[config.mk]
export PLATFORM = sky130hd
export DESIGN_NAME = calc_port_initiator
export DESIGN_NICKNAME = d
export VERILOG_FILES = /design/src/rtl/calc_port_initiator.sv
export SDC_FILE = /design/constraint.sdc
export NUM_CORES = 1
export LEC_CHECK = 0
export ABC_AREA = 0
export CORE_MARGIN = 4
export CORE_UTILIZATION = 25
export CTS_CLUSTER_SIZE = 10
export DETAILED_ROUTE_END_ITERATION = 6
export SYNTH_ARGS = -nofsm -noshare
export SYNTH_HDL_FRONTEND = slang
export SYNTH_SLANG_ARGS = --single-unit
[constraint.sdc]
create_clock -name a_clk -period 11.01 [get_ports a_clk]
set_clock_uncertainty 0.05 [all_clocks]
set_input_delay 2.202 -clock a_clk [delete_from_list [all_inputs] [get_ports a_clk]]
set_output_delay 2.202 -clock a_clk [all_outputs]
set_load 0.05 [all_outputs]
[src/rtl/calc_port_initiator.sv]
// Requester side of one calc2 port: tags host operations, drives the two-cycle command, buffers responses.
// Optional macro CALC_INIT_TIMEOUT_EN retires unanswered tags after TIMEOUT cycles with a resp=0 result.
module calc_port_initiator #(
   parameter int DATA_W  = 32,
   parameter int TAG_W   = 2,
   parameter int TIMEOUT = 64
) (
   input  logic              a_clk,
   input  logic              reset,
   input  logic              op_valid,
   output logic              op_ready,
   input  logic [3:0]        op_cmd,
   input  logic [DATA_W-1:0] op_a,
   input  logic [DATA_W-1:0] op_b,
   output logic [3:0]        cmd_out,
   output logic [DATA_W-1:0] data_out,
   output logic [TAG_W-1:0]  tag_out,
   input  logic [1:0]        resp_in,
   input  logic [DATA_W-1:0] data_in,
   input  logic [TAG_W-1:0]  tag_in,
   output logic              res_valid,
   input  logic              res_ready,
   output logic [TAG_W-1:0]  res_tag,
   output logic [1:0]        res_resp,
   output logic [DATA_W-1:0] res_data,
   output logic [TAG_W:0]    outstanding,
   output logic              err_spurious
);

   localparam int NUM_TAGS = 2**TAG_W;

   typedef enum logic {IDLE, SEND_B} state_t;

   state_t              state_q, state_d;
   logic [NUM_TAGS-1:0] alloc_q, alloc_d;
   logic [NUM_TAGS-1:0] ans_q, ans_d;
   logic [3:0]          cmd_q, cmd_d;
   logic [DATA_W-1:0]   data_q, data_d;
   logic [DATA_W-1:0]   opb_q, opb_d;
   logic [TAG_W-1:0]    tag_q, tag_d;
   logic [TAG_W:0]      outstanding_q, outstanding_d;
   logic                err_q, err_d;

   logic [TAG_W-1:0]    ftag_q  [NUM_TAGS];
   logic [TAG_W-1:0]    ftag_d  [NUM_TAGS];
   logic [1:0]          fresp_q [NUM_TAGS];
   logic [1:0]          fresp_d [NUM_TAGS];
   logic [DATA_W-1:0]   fdata_q [NUM_TAGS];
   logic [DATA_W-1:0]   fdata_d [NUM_TAGS];
   logic [TAG_W-1:0]    rd_ptr_q, rd_ptr_d;
   logic [TAG_W-1:0]    wr_ptr_q, wr_ptr_d;
   logic [TAG_W:0]      cnt_q, cnt_d;

   logic                free_found;
   logic [TAG_W-1:0]    free_tag;
   logic                accept, pop, push, resp_hit;
   logic                to_hit;
   logic [TAG_W-1:0]    to_tag;
   logic [TAG_W-1:0]    push_tag;
   logic [1:0]          push_resp;
   logic [DATA_W-1:0]   push_data;
   logic [TAG_W-1:0]    head_tag;

   always_comb begin
      free_found = 1'b0;
      free_tag   = '0;
      for (int i = NUM_TAGS-1; i >= 0; i--) begin
         if (!alloc_q[i]) begin
            free_found = 1'b1;
            free_tag   = TAG_W'(i);
         end
      end
   end

   assign op_ready  = (state_q == IDLE) && free_found;
   assign accept    = op_valid && op_ready;
   assign res_valid = (cnt_q != '0);
   assign pop       = res_valid && res_ready;
   assign head_tag  = ftag_q[rd_ptr_q];
   assign resp_hit  = (resp_in != 2'd0) && alloc_q[tag_in] && !ans_q[tag_in];

`ifdef CALC_INIT_TIMEOUT_EN
   localparam int TCW = $clog2(TIMEOUT+1);

   logic [TCW-1:0] tcnt_q [NUM_TAGS];
   logic [TCW-1:0] tcnt_d [NUM_TAGS];

   // Counters saturate at TIMEOUT so a timeout that loses the push slot retries next cycle.
   always_comb begin
      to_hit = 1'b0;
      to_tag = '0;
      for (int i = NUM_TAGS-1; i >= 0; i--) begin
         if (alloc_q[i] && !ans_q[i] && (tcnt_q[i] == TCW'(TIMEOUT)) &&
             !(resp_hit && (tag_in == TAG_W'(i)))) begin
            to_hit = 1'b1;
            to_tag = TAG_W'(i);
         end
      end
      for (int i = 0; i < NUM_TAGS; i++) begin
         tcnt_d[i] = tcnt_q[i];
         if (accept && (free_tag == TAG_W'(i))) begin
            tcnt_d[i] = '0;
         end else if (alloc_q[i] && !ans_q[i] && (tcnt_q[i] != TCW'(TIMEOUT))) begin
            tcnt_d[i] = tcnt_q[i] + TCW'(1);
         end
      end
   end

   always_ff @(posedge a_clk or posedge reset) begin
      if (reset) begin
         for (int i = 0; i < NUM_TAGS; i++) tcnt_q[i] <= '0;
      end else begin
         tcnt_q <= tcnt_d;
      end
   end
`else
   assign to_hit = 1'b0;
   assign to_tag = '0;
`endif

   // A real response owns the single push slot; a pending timeout waits.
   always_comb begin
      push      = resp_hit || to_hit;
      push_tag  = resp_hit ? tag_in  : to_tag;
      push_resp = resp_hit ? resp_in : 2'd0;
      push_data = resp_hit ? data_in : '0;
   end

   always_comb begin
      alloc_d = alloc_q;
      ans_d   = ans_q;
      if (pop) begin
         alloc_d[head_tag] = 1'b0;
         ans_d[head_tag]   = 1'b0;
      end
      if (accept) begin
         alloc_d[free_tag] = 1'b1;
         ans_d[free_tag]   = 1'b0;
      end
      if (push) begin
         ans_d[push_tag] = 1'b1;
      end
      err_d = err_q || ((resp_in != 2'd0) && !resp_hit);

      outstanding_d = outstanding_q;
      case ({accept, pop})
         2'b10:   outstanding_d = outstanding_q + (TAG_W+1)'(1);
         2'b01:   outstanding_d = outstanding_q - (TAG_W+1)'(1);
         default: outstanding_d = outstanding_q;
      endcase
   end

   always_comb begin
      ftag_d   = ftag_q;
      fresp_d  = fresp_q;
      fdata_d  = fdata_q;
      wr_ptr_d = wr_ptr_q;
      rd_ptr_d = rd_ptr_q;
      if (push) begin
         ftag_d[wr_ptr_q]  = push_tag;
         fresp_d[wr_ptr_q] = push_resp;
         fdata_d[wr_ptr_q] = push_data;
         wr_ptr_d          = wr_ptr_q + TAG_W'(1);
      end
      if (pop) begin
         rd_ptr_d = rd_ptr_q + TAG_W'(1);
      end
      cnt_d = cnt_q;
      case ({push, pop})
         2'b10:   cnt_d = cnt_q + (TAG_W+1)'(1);
         2'b01:   cnt_d = cnt_q - (TAG_W+1)'(1);
         default: cnt_d = cnt_q;
      endcase
   end

   always_comb begin
      state_d = state_q;
      cmd_d   = 4'd0;
      data_d  = '0;
      tag_d   = tag_q;
      opb_d   = opb_q;
      case (state_q)
         IDLE: begin
            if (accept) begin
               cmd_d   = op_cmd;
               data_d  = op_a;
               tag_d   = free_tag;
               opb_d   = op_b;
               state_d = SEND_B;
            end
         end
         SEND_B: begin
            data_d  = opb_q;
            state_d = IDLE;
         end
         default: state_d = IDLE;
      endcase
   end

   always_ff @(posedge a_clk or posedge reset) begin
      if (reset) begin
         state_q       <= IDLE;
         alloc_q       <= '0;
         ans_q         <= '0;
         cmd_q         <= 4'd0;
         data_q        <= '0;
         opb_q         <= '0;
         tag_q         <= '0;
         outstanding_q <= '0;
         err_q         <= 1'b0;
         rd_ptr_q      <= '0;
         wr_ptr_q      <= '0;
         cnt_q         <= '0;
         for (int i = 0; i < NUM_TAGS; i++) begin
            ftag_q[i]  <= '0;
            fresp_q[i] <= 2'd0;
            fdata_q[i] <= '0;
         end
      end else begin
         state_q       <= state_d;
         alloc_q       <= alloc_d;
         ans_q         <= ans_d;
         cmd_q         <= cmd_d;
         data_q        <= data_d;
         opb_q         <= opb_d;
         tag_q         <= tag_d;
         outstanding_q <= outstanding_d;
         err_q         <= err_d;
         rd_ptr_q      <= rd_ptr_d;
         wr_ptr_q      <= wr_ptr_d;
         cnt_q         <= cnt_d;
         ftag_q        <= ftag_d;
         fresp_q       <= fresp_d;
         fdata_q       <= fdata_d;
      end
   end

   assign cmd_out      = cmd_q;
   assign data_out     = data_q;
   assign tag_out      = tag_q;
   assign res_tag      = head_tag;
   assign res_resp     = fresp_q[rd_ptr_q];
   assign res_data     = fdata_q[rd_ptr_q];
   assign outstanding  = outstanding_q;
   assign err_spurious = err_q;

endmodule

==> results_dict.tcl <==
set metrics [dict create \
    status "completed" \
    routedWlPerCell_um 19.0 \
    track_usage_pct 11.5 \
    ys_ff_latch 234 \
    worst_pin_slew_ps 828 \
    nets 929 \
    crit_arrival_ps 3230 \
    routed_wl_um 25800 \
    crit_fanout 20 \
    synth_common_cells "dfrtp_1 (234), mux2_4 (120), mux2_2 (41)" \
    slowest_stage "dfrtp_2" \
    fin_crit_ps 5480 \
    top_usage_layer "met2" \
    r2r_slack_ps 8440 \
    grt_pass1_vias 6665 \
    hold_viol 0 \
    place_ws_ps 5810 \
    tns_ps 0 \
    cts_resized 0 \
    core-area_sq_um 40900 \
    grt_max_degree 110 \
    slowest_delay_ps 830 \
    ys.flop_type "dfrtp_1" \
    crit_required_ps 8760 \
    yosysUniqueCellTypes 45 \
    root_buffer "clkbuf_16" \
    rsz0062_at_grt "no" \
    rows 74 \
    synth_warnings 0 \
    min_period_over_period_pct 49.8 \
    synth-async-reset-ratio_pct 100 \
    die_h_um 212 \
    r2r-start "alloc_q[0]$_DFF_PP0_" \
    grt_use_met3_pct 1.97 \
    first_pass_iters 4 \
    use_met2_pct 19.0 \
    io_buffers 187 \
    power_leakage_nw 5.77 \
    fmax_mhz 182 \
    die_w_um 212 \
    synth_cells 618 \
    r2r_end "cnt_q[2]$_DFFE_PP0P_" \
    grt-ovfl-total 0 \
    cts_buffers 29 \
    drtIter0Drc 374 \
    synth_area_leaders "dfrtp_1 (56%), mux2_4 (17%), mux4_2 (7.8%)" \
    hold_end "outstanding[2]$_DFFE_PP0P_" \
    antenna_found_initial 1 \
    insertion_delay_ps 550 \
    vias 5969 \
    post_cts_buffers 0 \
    seq_area_frac_synth_pct 56.4 \
    die_area_sq_um 44900 \
    yosysMostFrequentCell "dfrtp_1" \
    cp_num_buf_inv 2 \
    r2r_cells 10 \
    dp_hpwl_um 16300 \
    gp_congestion 0.760 \
    postRouteAntennaNets 0 \
    path_cells "buf_4 -> mux4_2 -> clkdlybuf4s50_1" \
    met1_usage_pct 15.4 \
    drc 0 \
    cts.sinks 234 \
    ir_drop_mv 0.158 \
    synth_edf_count 0 \
    cts_max_level 1 \
    power_mw 4.67 \
    cp_top_family "buffers and inverters" \
    ctsHoldBuffers 0 \
    synth_top_area_share_pct 56.4 \
    clk_pin_slew_ps 50 \
    synth_area_sq_um 10400 \
    relSlewSlack_pct 44.8 \
    drive_above_1_share_pct 31.7 \
    end_kind "primary output" \
    maxCapViolations 0 \
    avgSynthCellArea_sq_um 16.8 \
    cts_tree "built" \
    initial_core_util_pct 25.4 \
    critPathKind "flip-flop to primary output" \
    worst_hold_path_type "flip-flop to flip-flop" \
    area_growth_pct 31.6 \
    maxSlewViolCount 0 \
    min_from "outstanding[2]$_DFFE_PP0P_" \
    grt_pass1_wl_um 40600 \
    synth_area_leader_cell "dfrtp_1" \
    startpoint_type "flip-flop" \
    clockBufferDepth 3 \
    avgViaCountPerCell 4.39 \
    setup_ws_ps 5530 \
    setup_viol_count_final 0 \
    hold_depth 1 \
    synth_fp_nets 734 \
    io_pins 188 \
    p_per_area_nw_per_um2 342 \
]
-- flip-flops by register name, summed over array words and instances (netlist names) --
name          cells
alloc_q           4
ans_q             4
cmd_out           4
cnt_q             3
data_out         32
err_spurious      1
fdata_q         128
fresp_q           8
ftag_q            8
opb_q            32
outstanding       3
rd_ptr_q          2
state_q           1
tag_out           2
wr_ptr_q          2
-- layer usage --
layer | vias up | share of wire, %
met5 | - | 0
met4 | 0 | 2.8
met3 | 48 | 3.8
met2 | 105 | 49
met1 | 3148 | 44
li1 | 2668 | -
-- layout by cell type (no fill, tap or decap), types with 3 or more instances in the layout --
cell / n
a21boi_4: 4
inv_1: 11
clkbuf_16: 29
mux2_2: 41
dfrtp_1: 232
nand2_1: 11
buf_4: 11
mux2_1: 8
clkbuf_8: 7
clkbuf_1: 5
and3_1: 4
clkdlybuf4s50_1: 187
o21ai_0: 13
xor2_1: 5
a22o_1: 32
mux2_4: 120
nor2_1: 8
xnor2_1: 4
a32o_1: 8
and2_1: 4
mux4_2: 36
nand2b_1: 3
ha_1: 6
-- worst register-to-register path, delay by kind of cell (launching register included) --
kind	cells	cell delay [ps]
adders and majority gates	2	550
AOI/OAI and AO/OA	2	620
and+or+nand+nor	2	340
xor gates and xnor gates	2	300
buffers and inverters	2	160
DFF	1	480
-- worst max path at each step --
stage,to,start,depth (start not counted)
final,res_data[2],rd_ptr_q[0]$_DFFE_PP0N_,3
after global routing,res_data[2],rd_ptr_q[0]$_DFFE_PP0N_,3
after CTS,res_data[2],rd_ptr_q[0]$_DFFE_PP0N_,3
after detailed placement,cnt_q[2]$_DFFE_PP0P_,tag_in[0],11
after global placement,cnt_q[2]$_DFFE_PP0P_,tag_in[0],11
after floorplan,alloc_q[0]$_DFF_PP0_,reset,1
-- kinds of logic (layout without fill, tap and decap cells) --
kind of cell / after synthesis / in the layout / share of synthesized area [%]
buffers and inverters: 47 / 255 / 2.75
muxes: 207 / 207 / 30.7
xor gates and xnor gates: 9 / 9 / 0.759
DFF: 234 / 234 / 56.4
AOI/OAI and AO/OA: 71 / 71 / 6.12
adders and majority gates: 8 / 8 / 1.11
and+or+nand+nor: 42 / 42 / 2.22
other: 0 / 1 / 0
-- power breakdown --
| part | switching (mW) | total, mW | internal, mW | leakage, nW |
|---|---|---|---|---|
| sequential | 0.244 | 1.50 | 1.25 | 2.82 |
| clock | 0.352 | 0.896 | 0.543 | 0.436 |
| combinational | 1.19 | 2.28 | 1.09 | 2.52 |
| total | 1.79 | 4.67 | 2.89 | 5.77 |
-- cell type report --
class | count | area (sq um)
fill | 4001 | 27300
sequential | 234 | 5860
multi-input combinational | 337 | 4240
timing repair buffer | 198 | 1950
clock buffer | 41 | 841
tap | 532 | 666
inverter | 13 | 56.3
clock inverter | 3 | 43.8
antenna | 1 | 2.50
-- metrics by stage --
stage | instances | utilization (%) | hold WS (ps) | cell area [sq um]
global route | 1359 | 33.4 | 451 | 13700
CTS | 1358 | 33.4 | 429 | 13700
floorplan | 618 | - | 408 | 10400
detailed placement | 1314 | 31.2 | 411 | 12800
global placement | 1314 | 31.2 | 413 | 12800
finish | 1359 | 33.4 | 427 | 13700
No activity file was read; power rests on OpenSTA's default activity.
==> edit 1, RTL diff (same flow settings) <==
Add a define of `CALC_INIT_TIMEOUT_EN`.
--- a/src/rtl/calc_port_initiator.sv
+++ b/src/rtl/calc_port_initiator.sv
@@ -2,2 +2,4 @@
 // Optional macro CALC_INIT_TIMEOUT_EN retires unanswered tags after TIMEOUT cycles with a resp=0 result.
+`define CALC_INIT_TIMEOUT_EN
+
 module calc_port_initiator #(
Function: no difference found for any inputs over 4 cycles, from zero or initial values and one cycle with reset high; that may be too few to reach the edited logic, so the function may still have changed.
==> edit 1 against the unedited design <==
Design area up 12%; power rose by 5.7%; wire length grew 29%; sequential cell count increased by 28; area after synthesis is 14% higher; sequential share of layout area is 0.093 points higher; global-route usage up 1.5 points; critical path depth is 1 lower; maximum frequency increased by 2.7%; via count increased by 49%; register-to-register slack lost 0.74 ns; setup slack better by 0.15 ns; first-iteration DRC count rose by 99%; largest power group unchanged.
==> edit 1: results <==
metrics = {
    "pwr": {
        "peakVddDrop_uv": 282,
        "power_density_nw_per_um2": 324,
        "p_sw_share_pct": 42.8,
    },
    "route": {
        "firstDrtPassIters": 5,
        "met1Wirelength_um": 15200,
        "wl_um": 33300,
        "wl_met3_um": 2320,
        "dr.first_iter.drc_count": 746,
        "routed-wl-met2_um": 15200,
    },
    "die": {
        "core-area_sq_um": 46700,
    },
    "yosys": {
        "synth-xor-area-share_pct": 2.23,
        "ys_types": 52,
        "synth_common_cells": "dfrtp_1 (262), inv_1 (150), nand3_1 (142)",
    },
    "setup_path": {
        "cp_top_family": "flip-flops",
        "crit_arrival_ns": 3.09,
        "cp_max_fo": 37,
    },
    "layout": {
        "clk_share_pct": 6.61,
        "fillCellCount": 4692,
        "multi_input_area_sq_um": 4390,
        "nets": 1419,
        "buffers": 201,
        "layout.comb_gates.multi_input": 645,
        "seqCellArea_sq_um": 6560,
    },
    "status": {
        "status": "finished clean",
    },
    "grt": {
        "grt_pass1_wl_um": 53100,
        "met3_usage_pct": 3.15,
        "grtUsageMet1_pct": 18.0,
        "grt_max_degree": 121,
        "use_met2_pct": 20.3,
        "grt_pass1_vias": 9315,
    },
    "placed_design": {
        "place_area_sq_um": 14300,
        "dpl.hpwl_um": 20200,
        "preCtsSetupSlack_ns": 5.42,
    },
    "clock_network": {
        "clkSinkCount": 262,
        "htreeDepth": 2,
    },
    "sta": {
        "slew_headroom_pct": 20.1,
    },
}
edit 1: cell types whose count changed after synthesis, moves of 12 or more:
cell      before  now
inv_1         12  150
nor2_1         8   33
xor2_1         5   17
clkbuf_1       9   39
mux2_4       120    0
o21ai_0       13  127
nand2_1       11  119
buf_2          9   24
nand3_1        2  142
dfrtp_1      234  262
mux2_2        41   15
edit 1: path summary, 6_finish.rpt:
check,startpoint,end,slack (ns),cells after the start
setup / recovery,rd_ptr_q[1]$_DFFE_PP0P_,res_tag[0],5.67,2
hold / removal,outstanding[2]$_DFFE_PP0P_,outstanding[2]$_DFFE_PP0P_,0.42,1
setup reg to reg,tcnt_q[9]$_DFFE_PP0P_,fresp_q[2]$_DFFE_PP0P_,7.70,5
hold reg to reg,outstanding[2]$_DFFE_PP0P_,outstanding[2]$_DFFE_PP0P_,0.42,1
max in group asynchronous,reset,rd_ptr_q[1]$_DFFE_PP0P_,7.10,3
min in group asynchronous,reset,data_out[20]$_DFF_PP0_,2.12,2
==> edit 2, RTL diff (same flow settings) <==
Without the edit above. Register the output `err_spurious` once more, with the module's reset; this adds one clock of latency there. The other outputs are not delayed to match.
--- a/src/rtl/calc_port_initiator.sv
+++ b/src/rtl/calc_port_initiator.sv
@@ -244,3 +244,9 @@
    assign outstanding  = outstanding_q;
-   assign err_spurious = err_q;
+   always_ff @(posedge a_clk or posedge reset) begin
+      if (reset) begin
+         err_spurious <= '0;
+      end else begin
+         err_spurious <= err_q;
+      end
+   end
 
Behaviour: not the same (Yosys sat finds a counterexample within 4 cycles, from zero or initial values and one cycle with reset high).
==> edit 2 against the unedited design <==
Register-to-register slack worse by 0.62 ns; final cell count fell by 0.29%; first-iteration DRC count is 20% lower; non-clock buffer count decreased by 2; combinational power about the same; design area down 0.27%; maximum frequency shrank 0.16%; hold slack got worse by 0.097 ns; area after synthesis grew 0.24%; sequential cell count is 1 higher; wire length grew 0.14%; setup slack got worse by 0.0090 ns; power shrank 0.28%; critical path type unchanged; largest power group unchanged.
==> edit 2: results <==
metrics = {
    "layout": {
        "antenna_cells": 0,
        "clk_share_pct": 6.17,
        "nets": 928,
        "seqCellArea_sq_um": 5880,
        "fillCellCount": 3955,
        "n_clock_buffer": 40,
        "buf_share_pct": 14.2,
        "buffers": 196,
    },
    "placed_design": {
        "dpl.hpwl_um": 16700,
        "place_congestion": 0.728,
        "preCtsSetupSlack_ns": 5.68,
        "dp_cells": 1313,
    },
    "yosys": {
        "synth_common_cells": "dfrtp_1 (235), mux2_4 (120), mux2_2 (41)",
        "synth_compound_area_share_pct": 6.11,
        "synthCells": 619,
        "yosysSeqAreaShare_pct": 56.5,
        "ys_top_cells_by_area": "dfrtp_1 (56%), mux2_4 (17%), mux4_2 (7.8%)",
    },
    "setup_path": {
        "critPathSlowestCell": "clkdlybuf4s50_1",
        "cp_slowest_stage_delay_ns": 0.77,
        "cp_max_fo": 23,
    },
    "grt": {
        "grt_max_degree": 85,
        "grt_pass1_vias": 6683,
        "grt_usage_pct": 11.5,
        "antenna_found_initial": 2,
        "grt_pass1_wl_um": 40700,
    },
    "status": {
        "status": "finished clean",
    },
    "pwr": {
        "p_sw_share_pct": 38.6,
        "peakVddDrop_uv": 147,
        "clkPwrFrac_pct": 18.5,
        "p_int_mw": 2.86,
    },
    "route": {
        "wl_um": 25800,
    },
    "sta": {
        "slew_headroom_pct": 26.3,
    },
}
edit 2: cell count changes after synthesis:
cell	before	now
buf_1	2	1
clkbuf_1	9	10
dfrtp_1	234	235
edit 2: path summary, 6_finish.rpt:
check | start | to | slack (ns) | cells after the start
setup reg to reg | state_q$_DFF_PP0_ | outstanding[2]$_DFFE_PP0P_ | 7.82 | 11
hold / removal | err_q$_DFF_PP0_ | err_spurious$_DFF_PP0_ | 0.33 | 0
setup / recovery | rd_ptr_q[0]$_DFFE_PP0N_ | res_tag[1] | 5.52 | 3
max in group asynchronous | reset | fdata_q[30]$_DFFE_PP0P_ | 7.36 | 3
hold reg to reg | err_q$_DFF_PP0_ | err_spurious$_DFF_PP0_ | 0.33 | 0
min in group asynchronous | reset | opb_q[9]$_DFFE_PP0P_ | 2.06 | 2
edit 2: routing by layer:
layer  track usage [%]  up-vias  wire, um
met3              2.49       42      1350
met1              15.1     3166     11200
met4              3.44        4       607
met2              19.0      116     12600
met5                 0        -        26
li1                  -     2666         -
